--- config.mk ---
export PLATFORM = sky130hd
export DESIGN_NAME = reg_file_mp
export DESIGN_NICKNAME = d
export VERILOG_FILES = /design/src/rtl/reg_file_mp.sv
export SDC_FILE = /design/constraint.sdc
export NUM_CORES = 2
export LEC_CHECK = 0
export ABC_AREA = 0
export CAP_MARGIN = 20
export CORE_UTILIZATION = 55
export DETAILED_ROUTE_END_ITERATION = 8
export GPL_ROUTABILITY_DRIVEN = 0
export MAX_ROUTING_LAYER = met4
export PLACE_DENSITY = 0.72
export SLEW_MARGIN = 40
export SYNTH_ARGS = -nofsm -noshare
export SYNTH_HDL_FRONTEND = slang
export SYNTH_SLANG_ARGS = --single-unit
--- constraint.sdc ---
create_clock -name clk -period 13.6 [get_ports clk]
set_clock_uncertainty 0.05 [all_clocks]
set_input_delay 1.36 -clock clk [delete_from_list [all_inputs] [get_ports clk]]
set_output_delay 1.36 -clock clk [all_outputs]
set_load 0.02 [all_outputs]
--- src/rtl/reg_file_mp.sv ---
// Multi-port register file: NUM_RD combinational read ports, two write ports and a pending scoreboard.
// Optional same-cycle write-to-read forwarding is enabled by defining REG_FILE_WR_BYPASS_EN.
module reg_file_mp #(
  parameter int DATA_W = 32,
  parameter int ADDR_W = 5,
  parameter int NUM_RD = 2
) (
  input  logic                     clk,
  input  logic                     rst,
  input  logic [NUM_RD*ADDR_W-1:0] rd_addr,
  output logic [NUM_RD*DATA_W-1:0] rd_data,
  output logic [NUM_RD-1:0]        rd_busy,
  input  logic                     wa_en,
  input  logic [ADDR_W-1:0]        wa_addr,
  input  logic [DATA_W-1:0]        wa_data,
  input  logic                     wb_en,
  input  logic [ADDR_W-1:0]        wb_addr,
  input  logic [DATA_W-1:0]        wb_data,
  input  logic                     sb_set,
  input  logic [ADDR_W-1:0]        sb_addr,
  input  logic                     flush,
  output logic [ADDR_W:0]          pend_cnt
);

  localparam int DEPTH = 2**ADDR_W;

  logic [DATA_W-1:0] mem_r [DEPTH];
  logic [DEPTH-1:0]  pend_r;
  logic [DEPTH-1:0]  pend_nxt_s;
  logic [DEPTH-1:0]  clr_s;
  logic [DEPTH-1:0]  set_s;
  logic [ADDR_W:0]   pend_cnt_r;
  logic [ADDR_W-1:0] ra_s [NUM_RD];

  function automatic logic [DEPTH-1:0] onehot(input logic [ADDR_W-1:0] a);
    onehot = {{(DEPTH-1){1'b0}}, 1'b1} << a;
  endfunction

  function automatic logic [ADDR_W:0] popcount(input logic [DEPTH-1:0] v);
    logic [ADDR_W:0] sum;
    sum = {(ADDR_W+1){1'b0}};
    for (int i = 0; i < DEPTH; i++) begin
      sum = sum + {{ADDR_W{1'b0}}, v[i]};
    end
    popcount = sum;
  endfunction

  for (genvar k = 0; k < NUM_RD; k++) begin : g_ra
    assign ra_s[k] = rd_addr[k*ADDR_W +: ADDR_W];
  end

  assign clr_s = (wa_en ? onehot(wa_addr) : {DEPTH{1'b0}}) |
                 (wb_en ? onehot(wb_addr) : {DEPTH{1'b0}});
  assign set_s = sb_set ? onehot(sb_addr) : {DEPTH{1'b0}};

  // Next pending vector: set beats write-clear, flush beats both, register 0 never pends.
  always_comb begin
    pend_nxt_s = {DEPTH{1'b0}};
    if (flush) begin
      pend_nxt_s = {DEPTH{1'b0}};
    end else begin
      pend_nxt_s = ((pend_r & ~clr_s) | set_s) & {{(DEPTH-1){1'b1}}, 1'b0};
    end
  end

  // Register storage: port B is written last so it wins on an address collision.
  always_ff @(posedge clk or negedge rst) begin
    if (!rst) begin
      for (int i = 0; i < DEPTH; i++) begin
        mem_r[i] <= {DATA_W{1'b0}};
      end
    end else begin
      if (wa_en && (wa_addr != {ADDR_W{1'b0}})) begin
        mem_r[wa_addr] <= wa_data;
      end
      if (wb_en && (wb_addr != {ADDR_W{1'b0}})) begin
        mem_r[wb_addr] <= wb_data;
      end
    end
  end

  // Scoreboard state and its registered population count.
  always_ff @(posedge clk or negedge rst) begin
    if (!rst) begin
      pend_r     <= {DEPTH{1'b0}};
      pend_cnt_r <= {(ADDR_W+1){1'b0}};
    end else begin
      pend_r     <= pend_nxt_s;
      pend_cnt_r <= popcount(pend_nxt_s);
    end
  end

  assign pend_cnt = pend_cnt_r;

  // Combinational read ports, forced to zero while reset is asserted.
  always_comb begin
    rd_data = {(NUM_RD*DATA_W){1'b0}};
    rd_busy = {NUM_RD{1'b0}};
    for (int k = 0; k < NUM_RD; k++) begin
      if (rst) begin
        rd_data[k*DATA_W +: DATA_W] = mem_r[ra_s[k]];
        rd_busy[k]                  = pend_r[ra_s[k]];
`ifdef REG_FILE_WR_BYPASS_EN
        if ((ra_s[k] != {ADDR_W{1'b0}}) && wb_en && (wb_addr == ra_s[k])) begin
          rd_data[k*DATA_W +: DATA_W] = wb_data;
          rd_busy[k]                  = sb_set && (sb_addr == ra_s[k]);
        end else if ((ra_s[k] != {ADDR_W{1'b0}}) && wa_en && (wa_addr == ra_s[k])) begin
          rd_data[k*DATA_W +: DATA_W] = wa_data;
          rd_busy[k]                  = sb_set && (sb_addr == ra_s[k]);
        end else begin
          rd_data[k*DATA_W +: DATA_W] = mem_r[ra_s[k]];
        end
`endif
      end else begin
        rd_data[k*DATA_W +: DATA_W] = {DATA_W{1'b0}};
        rd_busy[k]                  = 1'b0;
      end
    end
  end

endmodule

==> impl_results.md <==
* Status: completed
* Initial core utilization at 0.557
* Num CTS Buffers at 112
* Final setup TNS at 0 ps
* FMAX at 0.125 GHz
* Vias in the first global route at 57,400
* Dpl hpwl at 159 mm
* Ports at 167
* Fillers at 9,380
* Htree depth at 3
* Crit-path max cell delay at 970 ps
* Slew HR at 0.342
* Worst Path Buf+Inv at 8
* Crit. Startpoint: wa_addr[4]
* Syn_area_per_cell at 10.4 um2
* Initial antenna violation count at 19
* DR pass1 iterations at 7
* RSZ-0062 raised after global routing: no
* Commonest non-fill, non-tap cell in the layout: dfrtp_1
* CTS tree: done
* Crit path capture type: flip-flop
* Worst Setup EP: pend_cnt[4]$_DFF_PN0_
* Top_reg_cell synth: dfrtp_1
* Synthesized cell area at 66,100 um2
* Worst skew pair latency at 740 ps
* Non-Filler Instances at 7,722
* Total power at 10.6 mW
* Clock period minus worst slack at 8010 ps
* Setup slack, reg-to-reg at 8370 ps
* Final wirelength at 274 mm
* PostCTS Resize Cnt at 0
* Ys async rst share at 1.00
* Post-route setup slack at 5590 ps
* Synth Register Bits at 1,061
* CP delay by family, top: adder cells
* WL/cell at 35.5 um
* Crit start category: input pin
* Clock transition at the registers of the reported paths at 60 ps
* Largest net degree at the start of global routing at 144
* Peak supply drop at 0.104 mV
* Share of layout cells above drive strength 1 at 0.188
* Fin nets at 6,117
* MaxCap Viol Count at 0
* Crit Reg-Reg Startpoint: pend_r[26]$_DFF_PN0_
* Syn. warnings at 0
* Via Count at 58,900
* First-pass GRT wire length at 397 mm
* Clk root buf: clkbuf_16
* Worst path most repeated cell: fa_1
* Slowest cell on crit path: clkdlybuf4s50_1
* Final global-route overflow total at 0
* Most frequent cells in the layout: dfrtp_1 (1,061), nor2_1 (674), mux2i_1 (640), a21oi_1 (571), nand2_1 (512)
* Period utilization at 0.589
* Die Wd at 349 um
* Crit Path Max Fanout at 19
* R2R Path End: pend_cnt[4]$_DFF_PN0_
* Post-CTS Hold Buffers at 0
* Reg2Reg Depth at 19
* Place WS at 4980 ps
* Max Slew Vio Count at 0
* Pwr Density at 146 nW/um2
* DRC at 0
* Sequential-to-total area share from yosys stat at 0.402
* Final hold vios at 0
* LEAKAGE at 32.4 nW
* Worst-case clock buffer depth at 3
* Dpl cells at 7,472
* CP arrival at 8620 ps
* Port bufs at 166
* Worst path cell trace: clkdlybuf4s50_1, nor3b_2, nand3_4, buf_12, a32oi_1, nor2_1, fa_1, inv_1, fa_1, inv_1, fa_1, inv_1, fa_1, fa_1, fa_1, inv_1, fa_1, inv_1, fa_1, inv_1, a21o_1, a21oi_1, xnor2_1
* Worst hold margin at 344 ps
* Detail Route Antenna Nets at 0
* Least-Margin Pin Slew at 987 ps
* Initial detailed-routing violation count at 10,300
* Post-synth net total at 6,452
* Yosys cell types at 57
* Post-synth EDFFs at 0
* Rows at 126
* Hold Path Class: flip-flop to flip-flop
* CP Class: input pin to flip-flop
* Critical Path Stages at 23
* All-Layer GR Usage at 0.463
* Core Region at 119,000 um2
* Postcts setup bufs at 0
* Vias/cell at 7.63
* Die Height at 349 um
* Setup Viol. Count Final at 0
* CTS Sinks at 1,061
* Req. time, crit path at 14,210 ps
* Area delta synth->final at 10.1%
* Die area at 122,000 um2
* Cells after Synth at 6,327
[state kept, by name, summed over array words and instances (netlist names)]
signal / flops
mem_r: 1024
pend_cnt: 6
pend_r: 31
[synth_stat cells, types with 11 or more instances]
master,instances,area [um2]
o221ai_1,64,561
fa_1,23,460
mux2i_1,640,6410
buf_2,214,1070
a22oi_1,398,2990
clkbuf_1,490,1840
nor2b_1,13,81.3
nand2b_1,12,75.1
o21ai_0,401,2010
buf_1,47,176
buf_6,24,270
o21ai_1,11,55.1
nand2_1,532,2000
mux4_2,460,10400
nand3_1,35,175
dfrtp_1,1061,26600
a32oi_1,99,867
mux2_2,132,1490
inv_1,30,113
o211a_1,14,140
nor2_1,694,2610
buf_4,34,255
a31oi_1,113,707
a221oi_1,65,569
o2111ai_1,16,140
a21oi_1,571,2860
[final cells by class]
cell class,instances,area [um2],area share
antenna,41,103,0.00141
clock buffer,163,3270,0.0450
tap,1600,2000,0.0275
clock inverter,40,542,0.00745
timing repair buffer,362,3610,0.0497
multi-input combinational,4425,36500,0.502
sequential,1061,26600,0.365
inverter,30,118,0.00162
[cells by family (layout without fill, tap and decap cells)]
kind of cell,after synthesis,in the layout,share of synthesized area
AO/OA/AOI/OAI,1795,1795,0.173
adder cells (fa/ha/maj),30,30,0.00829
flip-flops,1061,1061,0.402
XOR/XNOR,3,3,0.000398
buffers and inverters,841,595,0.0565
other,0,41,0
AND/OR/NAND/NOR,1365,1365,0.0840
multiplexers,1232,1232,0.276
[worst min-delay path by stage]
stage,from,end,slack [ps],cells past startpoint
after floorplan,mem_r[1000]$_DFF_PN0_,mem_r[1000]$_DFF_PN0_,390,1
after global placement,mem_r[1021]$_DFF_PN0_,mem_r[1021]$_DFF_PN0_,330,0
after detailed placement,mem_r[1015]$_DFF_PN0_,mem_r[1015]$_DFF_PN0_,330,0
after CTS,mem_r[1018]$_DFF_PN0_,mem_r[1018]$_DFF_PN0_,350,0
after global routing,mem_r[1004]$_DFF_PN0_,mem_r[1004]$_DFF_PN0_,360,0
final,mem_r[1004]$_DFF_PN0_,mem_r[1004]$_DFF_PN0_,340,0
[where the power goes]
group	internal, mW	total [mW]	switching (mW)	leakage, nW
registers	3.95	4.59	0.645	13.1
logic	1.43	2.72	1.29	17.5
clock network	1.87	3.27	1.40	1.87
total	7.25	10.6	3.33	32.4
[through the flow]
| step | area [um2] | util |
|---|---|---|
| finish | 72700 | 0.613 |
| global route | 72700 | 0.613 |
| CTS | 72400 | 0.611 |
| detailed placement | 68600 | 0.578 |
| global placement | 68000 | 0.574 |
| floorplan | 66100 | - |
[metal layers]
metal | vias up | track usage | share of wire
met5 | - | - | 0
met4 | 0 | 0.301 | 0.082
met3 | 1552 | 0.221 | 0.18
met2 | 5775 | 0.611 | 0.40
met1 | 28600 | 0.560 | 0.33
li1 | 23000 | - | -
Note: power is estimated with default switching activity, not from simulation.
